File: src/rtl/ram_ctrl_pkg.sv
// Shared types and default dimensions for the paged-RAM controller.
// The RAM is 32 pages of 256 words of 16 bits; a burst moves one page.
package ram_ctrl_pkg;

   localparam int unsigned DEF_DATA_WIDTH = 16;
   localparam int unsigned DEF_PAGE_BITS  = 5;
   localparam int unsigned DEF_WORD_BITS  = 8;
   localparam int unsigned BURST_LAST     = (1 << DEF_WORD_BITS) - 1;

   typedef enum logic [1:0] {
      IDLE  = 2'd0,
      WRITE = 2'd1,
      READ  = 2'd2,
      DRAIN = 2'd3
   } state_e;

   typedef enum logic {
      GNT_WR = 1'b0,
      GNT_RD = 1'b1
   } gnt_e;

endpackage

File: src/rtl/rr_arbiter_2.sv
// Two-requester round-robin arbiter. The grant is combinational; the
// last-grant pointer only moves when a grant is actually issued.
module rr_arbiter_2
   import ram_ctrl_pkg::*;
(
   input  logic clk_i,
   input  logic rst_ni,
   input  logic en_i,
   input  logic wr_req_i,
   input  logic rd_req_i,
   output logic wr_gnt_o,
   output logic rd_gnt_o
);

   gnt_e last_q, last_d;

   always_comb begin
      wr_gnt_o = 1'b0;
      rd_gnt_o = 1'b0;
      last_d   = last_q;
      if (en_i) begin
         // On contention the side that did not win last time gets the grant.
         if (wr_req_i && (!rd_req_i || last_q == GNT_RD)) begin
            wr_gnt_o = 1'b1;
            last_d   = GNT_WR;
         end else if (rd_req_i) begin
            rd_gnt_o = 1'b1;
            last_d   = GNT_RD;
         end
      end
   end

   always_ff @(posedge clk_i) begin
      if (!rst_ni) begin
         last_q <= GNT_RD;
      end else begin
         last_q <= last_d;
      end
   end

endmodule

File: src/rtl/ram_page_controller.sv
// Request/grant sequencer sharing a paged RAM between one writer and one
// reader; each grant moves a full page as a burst of consecutive words.
module ram_page_controller
   import ram_ctrl_pkg::*;
#(
   parameter int unsigned DATA_WIDTH = DEF_DATA_WIDTH,
   parameter int unsigned PAGE_BITS  = DEF_PAGE_BITS,
   parameter int unsigned WORD_BITS  = DEF_WORD_BITS
)
(
   input  logic                  clock,
   input  logic                  reset,
   input  logic                  wr_req,
   input  logic [PAGE_BITS-1:0]  wr_page,
   input  logic [DATA_WIDTH-1:0] wr_data,
   input  logic                  wr_valid,
   output logic                  wr_grant,
   output logic                  wr_ready,
   output logic                  wr_done,
   input  logic                  rd_req,
   input  logic [PAGE_BITS-1:0]  rd_page,
   output logic                  rd_grant,
   output logic [DATA_WIDTH-1:0] rd_data,
   output logic                  rd_valid,
   output logic                  rd_last,
   output logic                  mem_we,
   output logic                  mem_re,
   output logic [PAGE_BITS-1:0]  mem_page,
   output logic [WORD_BITS-1:0]  mem_word,
   output logic [DATA_WIDTH-1:0] mem_wdata,
   input  logic [DATA_WIDTH-1:0] mem_rdata,
   output logic                  busy
);

   localparam logic [WORD_BITS-1:0] LAST_WORD = '1;
   localparam logic [WORD_BITS-1:0] WORD_ONE  = 1;

   state_e                 state_q, state_d;
   logic [WORD_BITS-1:0]   word_cnt_q, word_cnt_d;
   logic [WORD_BITS-1:0]   hold_word_q, hold_word_d;
   logic [PAGE_BITS-1:0]   page_q, page_d;
   logic                   rd_valid_q, rd_last_q, wr_done_q;
   logic                   wr_gnt, rd_gnt;
   logic                   at_last;
   logic                   in_burst;

   rr_arbiter_2 u_arb (
      .clk_i    (clock),
      .rst_ni   (reset),
      .en_i     (state_q == IDLE),
      .wr_req_i (wr_req),
      .rd_req_i (rd_req),
      .wr_gnt_o (wr_gnt),
      .rd_gnt_o (rd_gnt)
   );

   assign at_last = (word_cnt_q == LAST_WORD);

   always_comb begin
      state_d     = state_q;
      word_cnt_d  = word_cnt_q;
      page_d      = page_q;
      hold_word_d = hold_word_q;
      mem_we      = 1'b0;
      mem_re      = 1'b0;
      unique case (state_q)
         IDLE: begin
            if (wr_gnt) begin
               state_d    = WRITE;
               page_d     = wr_page;
               word_cnt_d = '0;
            end else if (rd_gnt) begin
               state_d    = READ;
               page_d     = rd_page;
               word_cnt_d = '0;
            end
         end
         WRITE: begin
            if (wr_valid) begin
               mem_we      = 1'b1;
               hold_word_d = word_cnt_q;
               word_cnt_d  = word_cnt_q + WORD_ONE;
               if (at_last) state_d = IDLE;
            end
         end
         READ: begin
            mem_re      = 1'b1;
            hold_word_d = word_cnt_q;
            word_cnt_d  = word_cnt_q + WORD_ONE;
            if (at_last) state_d = DRAIN;
         end
         DRAIN: begin
            state_d = IDLE;
         end
         default: begin
            state_d = IDLE;
         end
      endcase
   end

   always_ff @(posedge clock) begin
      if (!reset) begin
         state_q     <= IDLE;
         word_cnt_q  <= '0;
         hold_word_q <= '0;
         page_q      <= '0;
         rd_valid_q  <= 1'b0;
         rd_last_q   <= 1'b0;
         wr_done_q   <= 1'b0;
      end else begin
         state_q     <= state_d;
         word_cnt_q  <= word_cnt_d;
         hold_word_q <= hold_word_d;
         page_q      <= page_d;
         rd_valid_q  <= mem_re;
         rd_last_q   <= mem_re && at_last;
         wr_done_q   <= mem_we && at_last;
      end
   end

   // Outside a burst the address bus keeps the last issued word, not the
   // wrapped counter.
   assign in_burst  = (state_q == WRITE) || (state_q == READ);
   assign mem_word  = in_burst ? word_cnt_q : hold_word_q;
   assign mem_page  = page_q;
   assign mem_wdata = (state_q == WRITE) ? wr_data : '0;

   assign wr_grant  = (state_q == WRITE);
   assign wr_ready  = (state_q == WRITE);
   assign wr_done   = wr_done_q;
   assign rd_grant  = (state_q == READ) || (state_q == DRAIN);
   assign rd_data   = mem_rdata;
   assign rd_valid  = rd_valid_q;
   assign rd_last   = rd_last_q;
   assign busy      = (state_q != IDLE);

endmodule

File: config.mk
export PLATFORM = sky130hd
export DESIGN_NAME = ram_page_controller
export DESIGN_NICKNAME = d
export VERILOG_FILES = /design/src/rtl/ram_ctrl_pkg.sv /design/src/rtl/rr_arbiter_2.sv /design/src/rtl/ram_page_controller.sv
export SDC_FILE = /design/constraint.sdc
export NUM_CORES = 1
export LEC_CHECK = 0
export CORE_ASPECT_RATIO = 0.5
export CORE_MARGIN = 10
export CORE_UTILIZATION = 35
export CTS_BUF_LIST = sky130_fd_sc_hd__clkbuf_4 sky130_fd_sc_hd__clkbuf_8
export DETAILED_ROUTE_END_ITERATION = 8
export PLACE_DENSITY = 0.8
export SETUP_SLACK_MARGIN = 0.1
export SYNTH_ARGS = -nofsm -noshare
export SYNTH_HDL_FRONTEND = slang
export SYNTH_SLANG_ARGS = --single-unit
File: constraint.sdc
create_clock -name clock -period 3.05 [get_ports clock]
set_input_delay 0.4575 -clock clock [delete_from_list [all_inputs] [get_ports clock]]
set_output_delay 0.4575 -clock clock [all_outputs]
set_load 0.05 [all_outputs]
==> qor.yml <==
synthCells: 188
ys_ff_latch: 27
grt_max_degree: 23
crit_required_ps: 2590
drv_cap: 0
slew_violations: 0
die_w_um: 117
fp.coreArea_um2: 4450
grt_overflow: 0
rows: 17
finalSetupViolCount: 0
worst_slack_ps: 353
die_h_um: 68.4
clk_pin_slew_ps: 100
viasPerCell: 4.87
root_buffer: "clkbuf_8"
drt-total-wl_um: 4520
hold_violations: 0
p_per_area_nw_per_um2: 869
dp_slack_ps: 343
arrival_ps: 2240
dieArea_um2: 7980
relSlewSlack_pct: 56.7
diodes: 0
grt_pass1_vias: 1396
max_freq_mhz: 371
status: "finished, final reports clean"
syn_nets: 241
drive_gt1_share_pct: 9.83
leakage_uw: 0.00104
gp_congestion: 0.779
hp-class: "register to register"
wl_per_cell_um: 15.5
grt.total_usage_pct: 11.2
fin_worst_skew_ps: 6.29
io_pins: 101
vias: 1416
fin_crit_sh_pct: 88.4
ys.warnings.count: 0
ys_types: 37
ir_worst_vdd_mv: 0.344
firstDrtPassIters: 4
drtIter0Drc: 70
worstMarginPinSlew_ps: 646
initial_core_util_pct: 36.8
critPathCaptureType: "primary output"
async_flop_share_pct: 0
grt_setup_unrepaired: "no"
dp_hpwl_um: 3580
antenna_found_initial: 0
whs_ps: 498
netlist_area_um2: 1640
cts_tree: "built"
synth_edf_count: 0
cts_num_sinks: 27
worstSkewPairLatency_ps: 280
io_buffers: 68
path_max_fanout: 22
utilization_pct: 51.8
cts_inserted_buffers: 3
post-route-min-period_ps: 2700
synth_ff_type: "dfxtp_1"
criticalPathCategory: "register to primary output"
grt_pass1_wl_um: 7200
syn_avg_cell_area_um2: 8.71
antenna_left: 0
ctsHtreeMaxLevel: 1
fin_tns_setup_ps: 0
ctsHoldBuffers: 0
nets: 288
synth-seq-area-share_pct: 33.0
syn2layout_area_growth_pct: 40.6
drc_errors: 0
worstSetupStartpointType: "register"
clock_path_buffers: 2
-- cells by family after synthesis --
family	Yosys count	share of synthesized area, %
AOI/OAI and AO/OA	26	12.8
DFF	27	33.0
muxes	23	14.8
and+or+nand+nor	71	22.6
adders and majority gates	6	4.59
buffers and inverters	35	12.2
-- critical path, stage by stage, from the launching register on --
cell	delay [ps]
dfxtp_1	350
inv_1	120
ha_2	380
and2_1	270
clkdlybuf4s50_1	840
-- timing repair --
item,CTS,global route
endpoints found under the setup margin,8,9
pin swaps,0,0
buffers inserted,0,0
resized for setup,1,9
-- final timing paths --
check | startpoint | endpoint | slack [ps] | cells after the start
setup / recovery | state_q[1]$_SDFFE_PN0P_ | mem_we | 350 | 4
hold / removal | hold_word_q[7]$_SDFFE_PN0P_ | hold_word_q[7]$_SDFFE_PN0P_ | 500 | 2
setup reg to reg | state_q[0]$_SDFFE_PN0P_ | word_cnt_q[6]$_SDFFE_PN0P_ | 1150 | 5
hold reg to reg | hold_word_q[7]$_SDFFE_PN0P_ | hold_word_q[7]$_SDFFE_PN0P_ | 500 | 2
-- per-layer routing --
metal / part of all wire (%) / track usage (%) / up-vias
li1: - / - / 714
met2: 53 / 21.8 / 34
met3: 5.7 / 2.36 / 14
met1: 40 / 12.2 / 654
met4: 1.5 / 3.36 / 0
met5: 0 / 0 / -
-- synth_stat cells (2+ instances only) --
| cell type | instances | share of area (%) |
|---|---|---|
| and2_1 | 21 | 8.0 |
| nand2_1 | 9 | 2.1 |
| buf_2 | 2 | 0.61 |
| o22ai_1 | 2 | 0.76 |
| a31oi_1 | 2 | 0.76 |
| a211oi_1 | 5 | 2.3 |
| o211ai_1 | 4 | 1.8 |
| ha_1 | 6 | 4.6 |
| dfxtp_1 | 27 | 33 |
| o21ai_0 | 3 | 0.92 |
| clkbuf_1 | 7 | 1.6 |
| mux2_2 | 9 | 6.2 |
| nor2_1 | 18 | 4.1 |
| or2_2 | 3 | 1.1 |
| nand3_1 | 11 | 3.4 |
| buf_4 | 17 | 7.8 |
| mux2i_1 | 14 | 8.6 |
| inv_1 | 7 | 1.6 |
| a21oi_1 | 3 | 0.92 |
-- report_power, final --
group | internal (µW) | leakage, µW | switching [µW]
clock network | 92.8 | 0.0000217 | 114
logic | 494 | 0.000797 | 860
registers | 401 | 0.000220 | 36.4
total | 988 | 0.00104 | 1010
-- cells in the final DEF (no fill, tap or decap), types with 3 or more instances in the layout --
cell type         n
o21ai_0           3
inv_1             7
mux2i_1          14
a211oi_1          5
a21oi_1           3
clkbuf_8          3
o211ai_1          4
nand2_1           9
or2_2             3
mux2_2            9
ha_1              4
and2_1           21
dlymetal6s2s_1    8
nand3_1          11
nor2_1           18
clkdlybuf4s50_1  60
dfxtp_1          27
-- state kept, by name, summed over array words and instances (netlist names) --
name / flops
rd_last: 1
mem_page: 5
u_arb.last_q: 1
wr_done: 1
word_cnt_q: 8
state_q: 2
hold_word_q: 8
rd_valid: 1
-- area by class of cell --
type	count	area (µm²)
Clock inverter	1	7.51
Sequential cell	27	541
Fill cell	411	2140
Multi-Input combinational cell	126	902
Inverter	8	30.0
Clock buffer	3	41.3
Tap cell	57	71.3
Timing Repair Buffer	69	708
-- metrics by stage --
step / instances / power (µW) / cell area (µm²)
after floorplan: 188 / 1480 / 1640
after CTS: 291 / 2010 / 2280
after global routing: 291 / 2120 / 2300
after global placement: 287 / 1770 / 2230
after detailed placement: 287 / 1800 / 2230
final: 291 / 2000 / 2300
Power figures use the tool's default switching activity.
==> variant 1 (same flow settings) <==
`DEF_DATA_WIDTH`: 16 -> 18.
--- a/src/rtl/ram_ctrl_pkg.sv
+++ b/src/rtl/ram_ctrl_pkg.sv
@@ -2,7 +2,7 @@
 // The RAM is 32 pages of 256 words of 16 bits; a burst moves one page.
 package ram_ctrl_pkg;
 
-   localparam int unsigned DEF_DATA_WIDTH = 16;
+   localparam int unsigned DEF_DATA_WIDTH = 18;
    localparam int unsigned DEF_PAGE_BITS  = 5;
    localparam int unsigned DEF_WORD_BITS  = 8;
    localparam int unsigned BURST_LAST     = (1 << DEF_WORD_BITS) - 1;
Interface: changed (resized mem_rdata, mem_wdata, rd_data and wr_data); port bits go from 101 to 109. No check against the original RTL was run, so the function may have changed too.
==> variant 1 against the original RTL <==
  * Sequential cell count unchanged
  * Setup slack got worse by 0.11 ns
  * Sequential share of layout area decreased by 0.41 points
  * Count of clock-buffer cells in the layout unchanged
  * Non-clock buffer count increased by 5
  * Synthesized area increased by 1.2%
  * Register-to-register slack got worse by 0.08 ns
  * Design area increased by 1.8%
  * Routed wire length increased by 7.8%
  * Power increased by 3.5%
  * Critical endpoint is now mem_word[4]
==> variant 1: results (changes against the original RTL) <==
Parameter                              Value

Synth
  Net Count, Synth    249 (was 241)
  Cell types with the highest counts after synthesis    27 x dfxtp_1, 23 x and2_1, 19 x buf_4, 18 x nor2_1, 14 x mux2i_1 (was 27 x dfxtp_1, 21 x and2_1, 18 x nor2_1, 17 x buf_4, 14 x mux2i_1)
  Post-synthesis sequential area ratio    0.326 (was 0.330)
  Count of distinct cell types in the synthesized netlist    37 (unchanged)
  Async S/R FF share, synth    0 (unchanged)
  Cell count after synthesis    192 (was 188)
  Cell types with the largest area share after synthesis    dfxtp_1 33%, and2_1 8.7%, buf_4 8.6% (was dfxtp_1 33%, mux2i_1 8.6%, and2_1 8.0%)

Final layout
  Fraction of the core area covered by cells at the end of the flow    0.522 (was 0.518)
  Layout filler cell count    416 (was 411)
  Ratio of cells with drive above 1 in the final layout    0.0996 (was 0.0983)

Detailed routing
  Topmost layer with routed signal wires    met4 (unchanged)
  Iteration-0 DRC Markers    108 (was 70)
  Routed length on met2    2750 µm (was 2380 µm)
  Wire length per cell after detailed routing    15.9 µm (was 15.5 µm)
  Total routed wirelength    4870 µm (was 4520 µm)
  Routed met1 length    1810 µm (was 1820 µm)
  Count of TritonRoute iterations in the first routing pass    4 (unchanged)
  Met3 wire len    230 µm (was 257 µm)
  Via/cell ratio    4.84 (was 4.87)

Place
  Number of buffers inserted by port buffering    72 (was 68)
  Placed cell count    303 (was 287)
  Placer congestion estimate    0.830 (was 0.779)
  Placed Instance Area    2290 µm² (was 2230 µm²)
  DP Wirelength    3900 µm (was 3580 µm)

Hold path
  Hold crit path type    flip-flop to flip-flop (unchanged)

Power and ir drop
  Leakage power    0.000918 µW (was 0.00104 µW)
  Max VDD drop    0.361 mV (was 0.344 mV)

Global route
  Maximum number of pins on one net before global-route repair    25 (was 23)
  Vias in the first global route    1443 (was 1396)
  Antenna violations before repair    0 (unchanged)
  Wire length of the first global-routing pass    7720 µm (was 7200 µm)
  Total routing resource utilization after global routing    0.122 (was 0.112)

Status
  Outcome    finished clean (unchanged)

Timing
  Slew margin rel.    0.577 (was 0.567)
  Clk_skew    0.00474 ns (was 0.00629 ns)

Setup path
  Worst reg-to-reg setup slack    1.07 ns (was 1.15 ns)
  Largest fanout on the critical path    12 (was 22)
  Signal arrival time at the worst endpoint    2.35 ns (was 2.24 ns)
variant 1: timing repair:
action	CTS	global route
endpoints found under the hold margin	0	0
endpoints found under the setup margin	0	9
buffers inserted	0	0
resized for setup	0	2
variant 1: cell families (layout without fill, tap and decap cells):
kind of cell,count (synthesis),count (layout),share of synthesized area
DFF,27,27,0.326
buffers and inverters,37,86,0.129
and+or+nand+nor,73,73,0.231
adders and majority gates,6,6,0.0453
muxes,23,23,0.146
AOI/OAI and AO/OA,26,26,0.122
variant 1: worst max-delay path: stages (launching register included):
cell and delay (ns):
dfxtp_1 0.39, inv_1 0.10, ha_2 0.50, mux2_2 0.38
clkdlybuf4s50_1 0.70
variant 1: per-layer routing:
layer | vias up | GRT usage
met2 | 47 | 0.249
met4 | 0 | 0.0382
li1 | 736 | -
met5 | - | 0
met1 | 688 | 0.127
met3 | 14 | 0.0189
variant 1: per-stage QoR:
step                      hold slack (ns)  setup WS, ns
after floorplan                     0.460         0.736
final                               0.508         0.240
after global routing                0.554         0.119
after global placement              0.472         0.501
after detailed placement            0.487         0.439
after CTS                           0.512         0.127
variant 1: path summary, 6_finish.rpt:
check | from | endpoint | cells after the start
max reg2reg | state_q[0] | word_cnt_q[6] | 6
min reg2reg | hold_word_q[6] | hold_word_q[6] | 2
max | state_q[1] | mem_word[4] | 4
min | hold_word_q[6] | hold_word_q[6] | 2
variant 1: cell type report:
type                       instances  area [µm²]  area share
clock buffer                       3        41.3      0.0176
clock inverter                     1        5.00     0.00214
multi-input combinational        128         907       0.387
inverter                           8        30.0      0.0128
tap                               66        82.6      0.0353
timing repair buffer              74         736       0.314
sequential                        27         541       0.231
variant 1: where the power goes:
group	switching, µW	internal, µW	leakage [µW]
combinational	904	521	0.000672
clock	113	91.6	0.0000255
sequential	38.0	401	0.000220
==> variant 2 (config.mk and constraints unchanged) <==
Made on the original files. The 4 states of `state_e` get a one-hot encoding in 4 bits.
--- a/src/rtl/ram_ctrl_pkg.sv
+++ b/src/rtl/ram_ctrl_pkg.sv
@@ -7,11 +7,11 @@
    localparam int unsigned DEF_WORD_BITS  = 8;
    localparam int unsigned BURST_LAST     = (1 << DEF_WORD_BITS) - 1;
 
-   typedef enum logic [1:0] {
-      IDLE  = 2'd0,
-      WRITE = 2'd1,
-      READ  = 2'd2,
-      DRAIN = 2'd3
+   typedef enum logic [3:0] {
+      IDLE  = 4'b0001,
+      WRITE = 4'b0010,
+      READ  = 4'b0100,
+      DRAIN = 4'b1000
    } state_e;
 
    typedef enum logic {
Behaviour: same outputs for any inputs over 10 cycles, from zero or initial values and one cycle with reset low; not proved beyond that.
==> variant 2 against the original RTL <==
  * Setup slack got worse by 0.075 ns
  * Via count rose by 18%
  * Final cell count rose by 15%
  * Routed wire length rose by 11%
  * Critical path depth rose by 1
  * Synthesized cell count rose by 12%
  * Core utilization fell by 1.5 points
  * Sequential power rose by 9.4%
  * Synthesized area rose by 6.9%
  * Sequential cell count rose by 2
  * Count of clock-buffer cells in the layout rose by 2
  * Power fell by 17%
  * Design area rose by 6.7%
  * First-iteration DRC count rose by 2.9%
  * Largest power group unchanged
==> variant 2: results (changes against the original RTL) <==
Parameter                              Value

Synth
  Count of distinct cell types in the synthesized netlist    46 (was 37)
  Cell count after synthesis    211 (was 188)
  Post-synthesis sequential area ratio    0.332 (was 0.330)

Power and ir drop
  Leakage power    0.000981 µW (was 0.00104 µW)
  Max VDD drop    0.315 mV (was 0.344 mV)

Global route
  Vias in the first global route    1710 (was 1396)
  Wire length of the first global-routing pass    8180 µm (was 7200 µm)
  Met1 track utilization from global routing    0.116 (was 0.122)
  Maximum number of pins on one net before global-route repair    21 (was 23)

Place
  Placer congestion estimate    0.840 (was 0.779)
  DP Wirelength    3920 µm (was 3580 µm)
  Setup slack after placement    0.367 ns (was 0.343 ns)
  Placed cell count    328 (was 287)

Timing
  Tightest Pin Transition    0.680 ns (was 0.646 ns)

Setup path
  Slowest stage delay, CP    0.70 ns (was 0.84 ns)

Detailed routing
  Met3 wire len    223 µm (was 257 µm)
  Total routed wirelength    5030 µm (was 4520 µm)
  Via/cell ratio    4.95 (was 4.87)
  Wire length per cell after detailed routing    15.0 µm (was 15.5 µm)
  Iteration-0 DRC Markers    72 (was 70)
  Routed length on met2    2820 µm (was 2380 µm)

Clock network
  Total clock buffers created by CTS    5 (was 3)
  Htree depth    2 (was 1)
  Post-CTS clock slew at the launch and capture registers of the worst setup and hold paths    0.07 ns (was 0.10 ns)

Status
  Outcome    finished clean (unchanged)

Final layout
  Ratio of cells with drive above 1 in the final layout    0.177 (was 0.0983)
-- variant 2: changes by cell type in the layout (fill, tap and decap cells not counted), sizes merged, moves of 8 or more --
cell           unedited run  this run
nand3                    11         2
clkdlybuf4s50            60        47
buf                       1        27
mux2                      9         0
nand2                     9        38
dlymetal6s2s              8         0
-- variant 2: final timing paths --
check	slack [ns]	to	from	depth (start not counted)
max	0.28	mem_word[2]	state_q[2]	5
min reg2reg	0.46	mem_page[0]	mem_page[0]	2
max reg2reg	1.10	state_q[0]	word_cnt_q[1]	5
min	0.46	mem_page[0]	mem_page[0]	2
-- variant 2: metrics by stage --
step,utilization,hold slack [ns]
2_1_floorplan,-,0.437
3_3_place_gp,0.474,0.441
3_5_place_dp,0.474,0.451
4_1_cts,0.502,0.465
5_1_grt,0.502,0.483
6_report,0.502,0.462
-- variant 2: final cells by class --
type / instances / area, µm²
inverters: 8 / 30.0
clock buffers: 5 / 68.8
fillers: 453 / 2430
clock inverters: 3 / 65.1
repair buffers: 74 / 673
well taps: 70 / 87.6
multi-input cells: 147 / 950
flip-flops and latches: 29 / 581
-- variant 2: logic make-up (layout without fill, tap and decap cells) --
family | count (synthesis) | after routing | synth area share
AOI/OAI and AO/OA | 40 | 40 | 0.176
xor gates and xnor gates | 2 | 2 | 0.0100
adders and majority gates | 1 | 1 | 0.00715
buffers and inverters | 35 | 90 | 0.128
DFF | 29 | 29 | 0.332
muxes | 9 | 9 | 0.0515
and+or+nand+nor | 95 | 95 | 0.295
-- variant 2: where the power goes --
| group | total [µW] | internal, µW | switching, µW | leakage [µW] |
|---|---|---|---|---|
| Clock | 477 | 324 | 153 | 0.0000681 |
| Sequential | 479 | 419 | 59.5 | 0.000235 |
| Combinational | 712 | 270 | 442 | 0.000678 |
| Total | 1670 | 1010 | 654 | 0.000981 |
